==> src/rtl/asteroids_pkg.sv <==
// asteroids_pkg: entity word layout, screen geometry and direction codes shared by game logic
package asteroids_pkg;
  localparam int ENTITY_SIZE = 34;
  localparam int ALIVE_BIT = 33;
  localparam int X_MSB = 32;
  localparam int X_LSB = 23;
  localparam int Y_MSB = 22;
  localparam int Y_LSB = 13;
  localparam int DIR_MSB = 12;
  localparam int DIR_LSB = 7;
  localparam int TTL_MSB = 6;
  localparam int TTL_LSB = 0;
  localparam int SCREEN_W = 320;
  localparam int SCREEN_H = 240;
  // 6-bit heading, 5.625 degree steps, 0 = up, increasing clockwise
  localparam logic [5:0] DIR_UP = 6'd0;
  localparam logic [5:0] DIR_RIGHT = 6'd16;
  localparam logic [5:0] DIR_DOWN = 6'd32;
  localparam logic [5:0] DIR_LEFT = 6'd48;
  typedef struct packed {
    logic       alive;
    logic [9:0] x;
    logic [9:0] y;
    logic [5:0] dir;
    logic [6:0] ttl;
  } entity_t;
  function automatic logic [9:0] wrap_add(input logic [9:0] p, input logic signed [2:0] d,
                                          input logic [9:0] m);
    logic signed [10:0] s, ms;
    s = $signed({1'b0, p}) + $signed({{8{d[2]}}, d});
    ms = $signed({1'b0, m});
    return s < 0 ? 10'(s + ms) : s >= ms ? 10'(s - ms) : 10'(s);
  endfunction
endpackage

==> src/rtl/shot_velocity_lut.sv <==
// shot_velocity_lut: heading code to per-tick signed displacement (dx, dy), screen y grows downward
module shot_velocity_lut (
  input  logic        [5:0] dir_i,
  output logic signed [2:0] dx_o,
  output logic signed [2:0] dy_o
);
  logic signed [2:0] s, c;
  // rounded 2*sin of the angle within a quadrant, indexed 0..16
  function automatic logic signed [2:0] mag(input logic [4:0] n);
    return n < 5'd3 ? 3'sd0 : n < 5'd9 ? 3'sd1 : 3'sd2;
  endfunction
  always_comb begin
    s = mag({1'b0, dir_i[3:0]});
    c = mag(5'd16 - {1'b0, dir_i[3:0]});
    dx_o = dir_i[5:4] == 2'd0 ? s : dir_i[5:4] == 2'd1 ? c : dir_i[5:4] == 2'd2 ? -s : -c;
    dy_o = dir_i[5:4] == 2'd0 ? -c : dir_i[5:4] == 2'd1 ? s : dir_i[5:4] == 2'd2 ? c : -s;
  end
endmodule

==> src/rtl/shot_manager.sv <==
// shot_manager: projectile table with spawn on fire, per-tick aging/movement with screen wrap, and kills
module shot_manager
  import asteroids_pkg::*;
#(
  parameter int MAX_SHOTS = 10,
  parameter int SHOT_TTL  = 90,
  parameter int COOLDOWN  = 8
) (
  input  logic                             move_clk,
  input  logic                             reset_n,
  input  logic                             fire_req,
  input  logic [9:0]                       ship_x,
  input  logic [9:0]                       ship_y,
  input  logic [5:0]                       ship_dir,
  input  logic [MAX_SHOTS-1:0]             kill_mask,
  output logic [MAX_SHOTS*ENTITY_SIZE-1:0] shots,
  output logic                             fire_ack,
  output logic                             fire_drop,
  output logic [3:0]                       shot_count
);
  localparam int IW = $clog2(MAX_SHOTS);
  entity_t [MAX_SHOTS-1:0] slot_q, slot_d;
  logic signed [2:0] dx [MAX_SHOTS];
  logic signed [2:0] dy [MAX_SHOTS];
  logic [7:0] cd_q, cd_d;
  logic ack_q, ack_d, drop_q, drop_d, any_free, accept;
  logic [3:0] cnt_q, cnt_d;
  logic [IW-1:0] tgt;
  for (genvar i = 0; i < MAX_SHOTS; i++) begin : g_slot
    shot_velocity_lut u_lut (.dir_i(slot_q[i].dir), .dx_o(dx[i]), .dy_o(dy[i]));
  end
  always_comb begin
    slot_d = '0;
    any_free = 1'b0;
    tgt = '0;
    cnt_d = '0;
    for (int i = 0; i < MAX_SHOTS; i++)
      if (slot_q[i].alive && !kill_mask[i] && slot_q[i].ttl != 7'd1)
        slot_d[i] = '{1'b1, wrap_add(slot_q[i].x, dx[i], 10'(SCREEN_W)),
                      wrap_add(slot_q[i].y, dy[i], 10'(SCREEN_H)), slot_q[i].dir,
                      slot_q[i].ttl - 7'd1};
    // eligibility uses pre-edge liveness, so slots freed this edge cannot be reused yet
    for (int i = MAX_SHOTS - 1; i >= 0; i--)
      if (!slot_q[i].alive) begin
        any_free = 1'b1;
        tgt = IW'(i);
      end
    accept = fire_req && cd_q == 8'd0;
    ack_d = accept && any_free;
    drop_d = accept && !any_free;
    if (ack_d) slot_d[tgt] = '{1'b1, ship_x, ship_y, ship_dir, 7'(SHOT_TTL)};
    cd_d = ack_d ? 8'(COOLDOWN) : cd_q != 8'd0 ? cd_q - 8'd1 : cd_q;
    for (int i = 0; i < MAX_SHOTS; i++) cnt_d = cnt_d + 4'(slot_d[i].alive);
  end
  always_ff @(posedge move_clk or posedge reset_n)
    if (reset_n) begin
      slot_q <= '0;
      cd_q <= '0;
      ack_q <= 1'b0;
      drop_q <= 1'b0;
      cnt_q <= '0;
    end else begin
      slot_q <= slot_d;
      cd_q <= cd_d;
      ack_q <= ack_d;
      drop_q <= drop_d;
      cnt_q <= cnt_d;
    end
  assign shots = slot_q;
  assign fire_ack = ack_q;
  assign fire_drop = drop_q;
  assign shot_count = cnt_q;
endmodule

==> config.mk <==
export PLATFORM = sky130hd
export DESIGN_NAME = shot_manager
export DESIGN_NICKNAME = d
export VERILOG_FILES = /design/src/rtl/asteroids_pkg.sv /design/src/rtl/shot_velocity_lut.sv /design/src/rtl/shot_manager.sv
export SDC_FILE = /design/constraint.sdc
export NUM_CORES = 2
export LEC_CHECK = 0
export ABC_CLOCK_PERIOD_IN_PS = 9700
export BUFFER_PORTS_ARGS = -buffer_cell sky130_fd_sc_hd__buf_2
export CAP_MARGIN = 20
export CORE_ASPECT_RATIO = 1.4
export CORE_UTILIZATION = 42
export CTS_BUF_LIST = sky130_fd_sc_hd__clkbuf_4 sky130_fd_sc_hd__clkbuf_8
export CTS_CLUSTER_DIAMETER = 200
export DETAILED_ROUTE_END_ITERATION = 12
export GPL_ROUTABILITY_DRIVEN = 0
export RECOVER_POWER = 50
export SYNTH_ARGS = -nofsm -noshare
export SYNTH_HDL_FRONTEND = slang
export SYNTH_SLANG_ARGS = --single-unit
==> constraint.sdc <==
create_clock -name move_clk -period 9.7 [get_ports move_clk]
set_input_delay 0.485 -clock move_clk [delete_from_list [all_inputs] [get_ports move_clk]]
set_output_delay 0.485 -clock move_clk [all_outputs]
set_load 0.02 [all_outputs]
; Word level (Yosys, flattened, before mapping)
; Cells that the tools add are included.
[totals]
out_inout_bits = 346
ff_bits = 354
word_cells = 500
[classes]
n_eq_ne = 30
n_lt_le_gt_ge = 82
muxes = 176
add_sub_neg = 110
n_reduce_logical = 48
[ops]
columns = op, count
row1 = $mux 10, 40
row2 = $mux 34, 11
row3 = $bwmux 340, 1
row4 = $mux 340, 1
row5 = $mux 3, 80
row6 = $add 11x3->11, 20
row7 = $lt 11x1->1 const B, 20
row8 = $demux 34 s4, 1
row9 = $ge 11x10->1 const B, 10
row10 = $ge 11x9->1 const B, 10
row11 = $add 10x10->10 const B, 10
row12 = $add 10x9->10 const B, 10
row13 = $sub 10x10->10 const B, 10
row14 = $sub 10x9->10 const B, 10
row15 = $ne 7x1->1 const B, 10
row16 = $sub 7x1->7 const B, 10
row17 = $neg 3->3, 20
row18 = $lt 5x2->1 const B, 10
row19 = $lt 5x4->1 const B, 10
row20 = $sub 5x4->5 const A, 10
row21 = $lt 4x2->1 const B, 10
row22 = $lt 4x4->1 const B, 10
row23 = $mux 2, 20
row24 = $mux 4, 10
row25 = 17 further kinds, 92

; Depth between registers and ports, before layout
[depth]
depth_word = 25
depth_mapped = 23
ltp_nobuf = 23

; Modules after synthesis
; From an unflattened synthesis, not the netlist that was laid out.
[hier_totals]
hier_cells = 3609
hier_area_um2 = 32447.4
[modules_own_cells]
columns = module, cells_each, n_inst, area_each_um2, seq_area_each_um2
row1 = shot_manager, 3249, 1, 29090.4, 8858.5
row2 = shot_velocity_lut (g_slot[0].u_lut ...), 36, 9, 335.3, 0.0
row3 = shot_velocity_lut (g_slot[9].u_lut), 36, 1, 339.1, 0.0

; Least setup slack after synthesis
; OpenSTA, ideal clock, no wires.
[synth_path]
path_kind = register to register
from = reg slot_q, in the netlist shots[75]
to = reg slot_q, in the netlist shots[86]
path_slack_ps = 4604
setup_ps = 76
stages_incl_launch_ff = 24
t_arrival_ps = 5020
t_required_ps = 9624
n_path_buf = 0
path_cell_list = dfrtp_1 inv_1 ha_1 inv_1 nor2_1 or4_1 a32oi_1 inv_1 ha_1 or3_1 o21ai_0 ha_1 o21ai_0 nor2_1 o21a_1 nor2_1 xnor2_1 ha_1 inv_1 or4_1 nand2_1 mux2i_1 mux2_2 o21ai_1
[synth_rtl]
columns = item, line_no
row1 = start: declaration, shot_manager.sv:22  ; entity_t [MAX_SHOTS-1:0] slot_q, slot_d;
row2 = start signal: assignment, shot_manager.sv:63  ; slot_q <= slot_d;

==> report_table.html <==
<table>
<tr><th>Metric</th><th>Value</th></tr>
<tr><th colspan="2">Timing</th></tr>
<tr><td>Max Slew Vio Count</td><td>359</td></tr>
<tr><td>Final total negative setup slack</td><td>0 ps</td></tr>
<tr><td>Count of endpoints failing setup in the final report</td><td>0</td></tr>
<tr><td>Normalized max-slew margin</td><td>-1.62</td></tr>
<tr><td>RSZ-0062 raised after global routing</td><td>no</td></tr>
<tr><td>Worst-case clock skew</td><td>37.5 ps</td></tr>
<tr><td>Post-route minimum period</td><td>6380 ps</td></tr>
<tr><td>Final clock period utilization by the worst path</td><td>0.658</td></tr>
<tr><td>Slew at the pin with the worst max-slew slack</td><td>3920 ps</td></tr>
<tr><td>Final Hold Violating Endpoints</td><td>0</td></tr>
<tr><td>FMAX</td><td>157 MHz</td></tr>
<tr><th colspan="2">Power</th></tr>
<tr><td>Total leakage power</td><td>16.0 nW</td></tr>
<tr><td>Power Density</td><td>99.5 nW/µm²</td></tr>
<tr><td>Max VDD drop</td><td>77.5 µV</td></tr>
<tr><td>Overall power consumption</td><td>3.36 mW</td></tr>
<tr><th colspan="2">Routing</th></tr>
<tr><td>Mean number of vias per cell</td><td>5.95</td></tr>
<tr><td>Number of DRC violations after detailed-routing iteration 0</td><td>2002</td></tr>
<tr><td>Post-DRT Antenna Nets</td><td>0</td></tr>
<tr><td>Post-route DRC</td><td>0</td></tr>
<tr><td>Overall via count from detail_route</td><td>28200</td></tr>
<tr><td>Detailed-routing iteration count for the pre-antenna-repair pass</td><td>6</td></tr>
<tr><td>WL/cell</td><td>22.7 µm</td></tr>
<tr><td>Total wirelength of the detailed-routed design</td><td>107000 µm</td></tr>
<tr><th colspan="2">Synth</th></tr>
<tr><td>Sequential-to-total area share from yosys stat</td><td>0.296</td></tr>
<tr><td>Main flop type after synthesis</td><td>sky130_fd_sc_hd__dfrtp_1</td></tr>
<tr><td>Instance count of the mapped netlist</td><td>3433</td></tr>
<tr><td>Mean instance size in the synthesized netlist</td><td>8.72 µm²</td></tr>
<tr><td>Largest area contributor in the synthesized netlist</td><td>sky130_fd_sc_hd__dfrtp_1</td></tr>
<tr><td>Flops &amp; latches, synth</td><td>354</td></tr>
<tr><td>Number of nets produced by synthesis</td><td>3741</td></tr>
<tr><td>YS warnings</td><td>0</td></tr>
<tr><td>Total standard cell area after synthesis</td><td>29900 µm²</td></tr>
<tr><td>Leading cell type by number of instances after synthesis</td><td>sky130_fd_sc_hd__dfrtp_1</td></tr>
<tr><td>Area share of the leading cell type in the synthesized netlist</td><td>0.296</td></tr>
<tr><td>Post-synth EDFFs</td><td>0</td></tr>
<tr><td>Leading cell types by count after synthesis</td><td>354 x sky130_fd_sc_hd__dfrtp_1, 316 x sky130_fd_sc_hd__nand2_1, 243 x sky130_fd_sc_hd__ha_1</td></tr>
<tr><td>Fraction of registers with async set or reset after synthesis</td><td>1.00</td></tr>
<tr><td>Top cells by area, synth</td><td>sky130_fd_sc_hd__dfrtp_1 30%, sky130_fd_sc_hd__ha_1 10%, sky130_fd_sc_hd__xnor2_1 4.3%</td></tr>
<tr><td>Unique masters post-synth</td><td>112</td></tr>
<tr><th colspan="2">Global routing</th></tr>
<tr><td>Total congestion overflow after global routing</td><td>0</td></tr>
<tr><td>Pin count of the biggest net entering global routing</td><td>150</td></tr>
<tr><td>Global-route wire length before repair</td><td>162000 µm</td></tr>
<tr><td>Total Routing Usage GR</td><td>0.294</td></tr>
<tr><td>Number of global-route vias before repair</td><td>27100</td></tr>
<tr><td>Number of antenna violations at the first check in global routing</td><td>6</td></tr>
<tr><th colspan="2">Setup path</th></tr>
<tr><td>Worst endpoint required time</td><td>9570 ps</td></tr>
<tr><td>Cell mode on critical path</td><td>sky130_fd_sc_hd__clkbuf_1</td></tr>
<tr><td>CP cell instances</td><td>clkbuf_1 -&gt; clkinvlp_4 -&gt; clkbuf_1 -&gt; clkbuf_2</td></tr>
<tr><td>Category of the most critical setup path</td><td>primary input to async pin</td></tr>
<tr><td>Arr. time, crit path</td><td>6250 ps</td></tr>
<tr><td>Kind of capture point of the worst setup path</td><td>async pin</td></tr>
<tr><td>CP max-delay cell</td><td>sky130_fd_sc_hd__clkbuf_2</td></tr>
<tr><td>CP startpoint kind</td><td>primary input</td></tr>
<tr><td>Reg2Reg Setup Slack</td><td>4190 ps</td></tr>
<tr><td>Crit path largest cell delay</td><td>2900 ps</td></tr>
<tr><td>Worst-path fanout max</td><td>149</td></tr>
<tr><th colspan="2">Die</th></tr>
<tr><td>Starting density of the core</td><td>0.426</td></tr>
<tr><td>Total I/O pin count</td><td>385</td></tr>
<tr><td>Row cnt</td><td>115</td></tr>
<tr><td>Width of the chip</td><td>228 µm</td></tr>
<tr><td>Placeable core region</td><td>70400 µm²</td></tr>
<tr><td>Full die area</td><td>72400 µm²</td></tr>
<tr><td>Vertical die dimension</td><td>318 µm</td></tr>
<tr><th colspan="2">Clock tree</th></tr>
<tr><td>H-tree depth reported by CTS</td><td>3</td></tr>
<tr><td>Clock transition at the registers of the reported paths</td><td>60 ps</td></tr>
<tr><td>Clock Tree Root</td><td>sky130_fd_sc_hd__clkbuf_8</td></tr>
<tr><td>Largest buffer count on any clock path</td><td>3</td></tr>
<tr><td>Post-CTS Setup Inserts</td><td>0</td></tr>
<tr><td>CTS Buf Count</td><td>66</td></tr>
<tr><td>Clock sink count</td><td>354</td></tr>
<tr><td>Clock insertion delay at the later pin of the skew report</td><td>680 ps</td></tr>
<tr><td>Resize count post-CTS</td><td>0</td></tr>
<tr><td>Clock tree from TritonCTS</td><td>built</td></tr>
<tr><td>Hold bufs inserted after CTS</td><td>0</td></tr>
<tr><th colspan="2">Place</th></tr>
<tr><td>HPWL Detailed</td><td>76200 µm</td></tr>
<tr><td>Number of buffers inserted by port buffering</td><td>384</td></tr>
<tr><th colspan="2">Flow run</th></tr>
<tr><td>Max-capacitance violation count</td><td>3</td></tr>
<tr><th colspan="2">Status</th></tr>
<tr><td>Run status</td><td>finished with violations</td></tr>
<tr><td>Failing checks</td><td>max-capacitance violations, max-slew violations</td></tr>
<tr><th colspan="2">Cells and area</th></tr>
<tr><td>Fraction of final layout cells sized beyond drive strength 1</td><td>0.128</td></tr>
<tr><td>Flip-flop and latch area</td><td>8860 µm²</td></tr>
<tr><td>Final nets</td><td>4055</td></tr>
<tr><td>Area overhead of the layout relative to synthesis</td><td>12.7%</td></tr>
<tr><td>Filler cell count in the final layout</td><td>6943</td></tr>
<tr><td>Area of combinational cells with multiple inputs</td><td>19700 µm²</td></tr>
<tr><th colspan="2">Min path</th></tr>
<tr><td>Worst hold-check path type</td><td>primary input to flip-flop</td></tr>
</table>
==> worst max-delay path, delay by kind of cell <==
kind / cells / cell delay, ps
buffers and inverters: 4 / 5460
==> metrics by stage <==
| step | area, µm² | hold slack (ps) | util | worst slack, ps | std cells |
|---|---|---|---|---|---|
| 2_1_floorplan | 30000 | 443 | - | 4470 | 3433 |
| 3_3_place_gp | 32600 | 462 | 0.464 | 4380 | 4614 |
| 3_5_place_dp | 32700 | 462 | 0.464 | 4310 | 4615 |
| 4_1_cts | 34000 | 86.8 | 0.483 | 4210 | 4726 |
| 5_1_grt | 33700 | 244 | 0.480 | 1960 | 4729 |
| 6_report | 33700 | 243 | 0.480 | 3320 | 4729 |
==> layer usage <==
layer | vias up | wire (µm) | GRT usage
met5 | - | 0 | 0
met4 | 0 | 7400 | 0.189
met3 | 280 | 7190 | 0.0623
met2 | 888 | 51000 | 0.484
met1 | 13700 | 41800 | 0.342
li1 | 13300 | - | -
==> cell families after synthesis <==
logic type | Yosys count | share of synthesized area
compound gates | 973 | 0.224
xor+xnor | 261 | 0.0768
fa+ha+maj | 269 | 0.119
buf+inv | 356 | 0.0466
flops | 354 | 0.296
mux | 103 | 0.0459
simple gates | 1117 | 0.192
==> worst paths after layout <==
path                                     start              endpoint  cells after the start
min reg2reg                cd_q[4]$_DFFE_PP0P_   cd_q[4]$_DFFE_PP0P_                      1
min in group asynchronous              reset_n  shots[220]$_DFF_PP0_                      3
max in group move_clk      shots[42]$_DFF_PP0_   shots[63]$_DFF_PP0_                     20
max reg2reg                shots[42]$_DFF_PP0_   shots[63]$_DFF_PP0_                     20
min                               kill_mask[2]   shots[99]$_DFF_PP0_                      4
max                                    reset_n   shots[41]$_DFF_PP0_                      4
==> layout by cell type (no fill, tap or decap), types with 31 or more instances in the layout <==
cell	n
sky130_fd_sc_hd__dfrtp_1	354
sky130_fd_sc_hd__nand2_1	316
sky130_fd_sc_hd__ha_1	243
sky130_fd_sc_hd__o21ai_0	233
sky130_fd_sc_hd__nor2_1	220
sky130_fd_sc_hd__buf_2	219
sky130_fd_sc_hd__inv_1	186
sky130_fd_sc_hd__clkbuf_1	169
sky130_fd_sc_hd__xnor2_1	147
sky130_fd_sc_hd__a22o_1	131
sky130_fd_sc_hd__a21oi_1	126
sky130_fd_sc_hd__nor3_1	117
sky130_fd_sc_hd__xor2_1	112
sky130_fd_sc_hd__nand3_1	91
sky130_fd_sc_hd__clkbuf_8	80
sky130_fd_sc_hd__mux2i_1	59
sky130_fd_sc_hd__a21o_1	54
sky130_fd_sc_hd__a211oi_1	50
sky130_fd_sc_hd__a31oi_1	43
sky130_fd_sc_hd__nor4_1	41
sky130_fd_sc_hd__or3_1	38
sky130_fd_sc_hd__and3_1	36
sky130_fd_sc_hd__o21ai_1	33
sky130_fd_sc_hd__nand2b_1	31
sky130_fd_sc_hd__nand4_1	31
==> power breakdown <==
part | internal (mW) | leakage, nW | switching [mW]
clock | 0.821 | 0.703 | 0.691
sequential | 1.50 | 4.93 | 0.0261
combinational | 0.101 | 10.4 | 0.217
total | 2.42 | 16.0 | 0.934
==> final cells by class <==
class / instances / share of cell area
Antenna cell: 3 / 0.000222
Clock buffer: 101 / 0.0373
Clock inverter: 10 / 0.00163
Inverter: 188 / 0.0210
Multi-Input combinational cell: 2723 / 0.585
Sequential cell: 354 / 0.263
Tap cell: 936 / 0.0347
Timing Repair Buffer: 414 / 0.0575
==> sequential cells by signal (all words and copies together), names as in the netlist <==
name,flops
fire_ack,1
shots,340
shot_count,4
cd_q,8
fire_drop,1
Power figures use the tool's default switching activity.
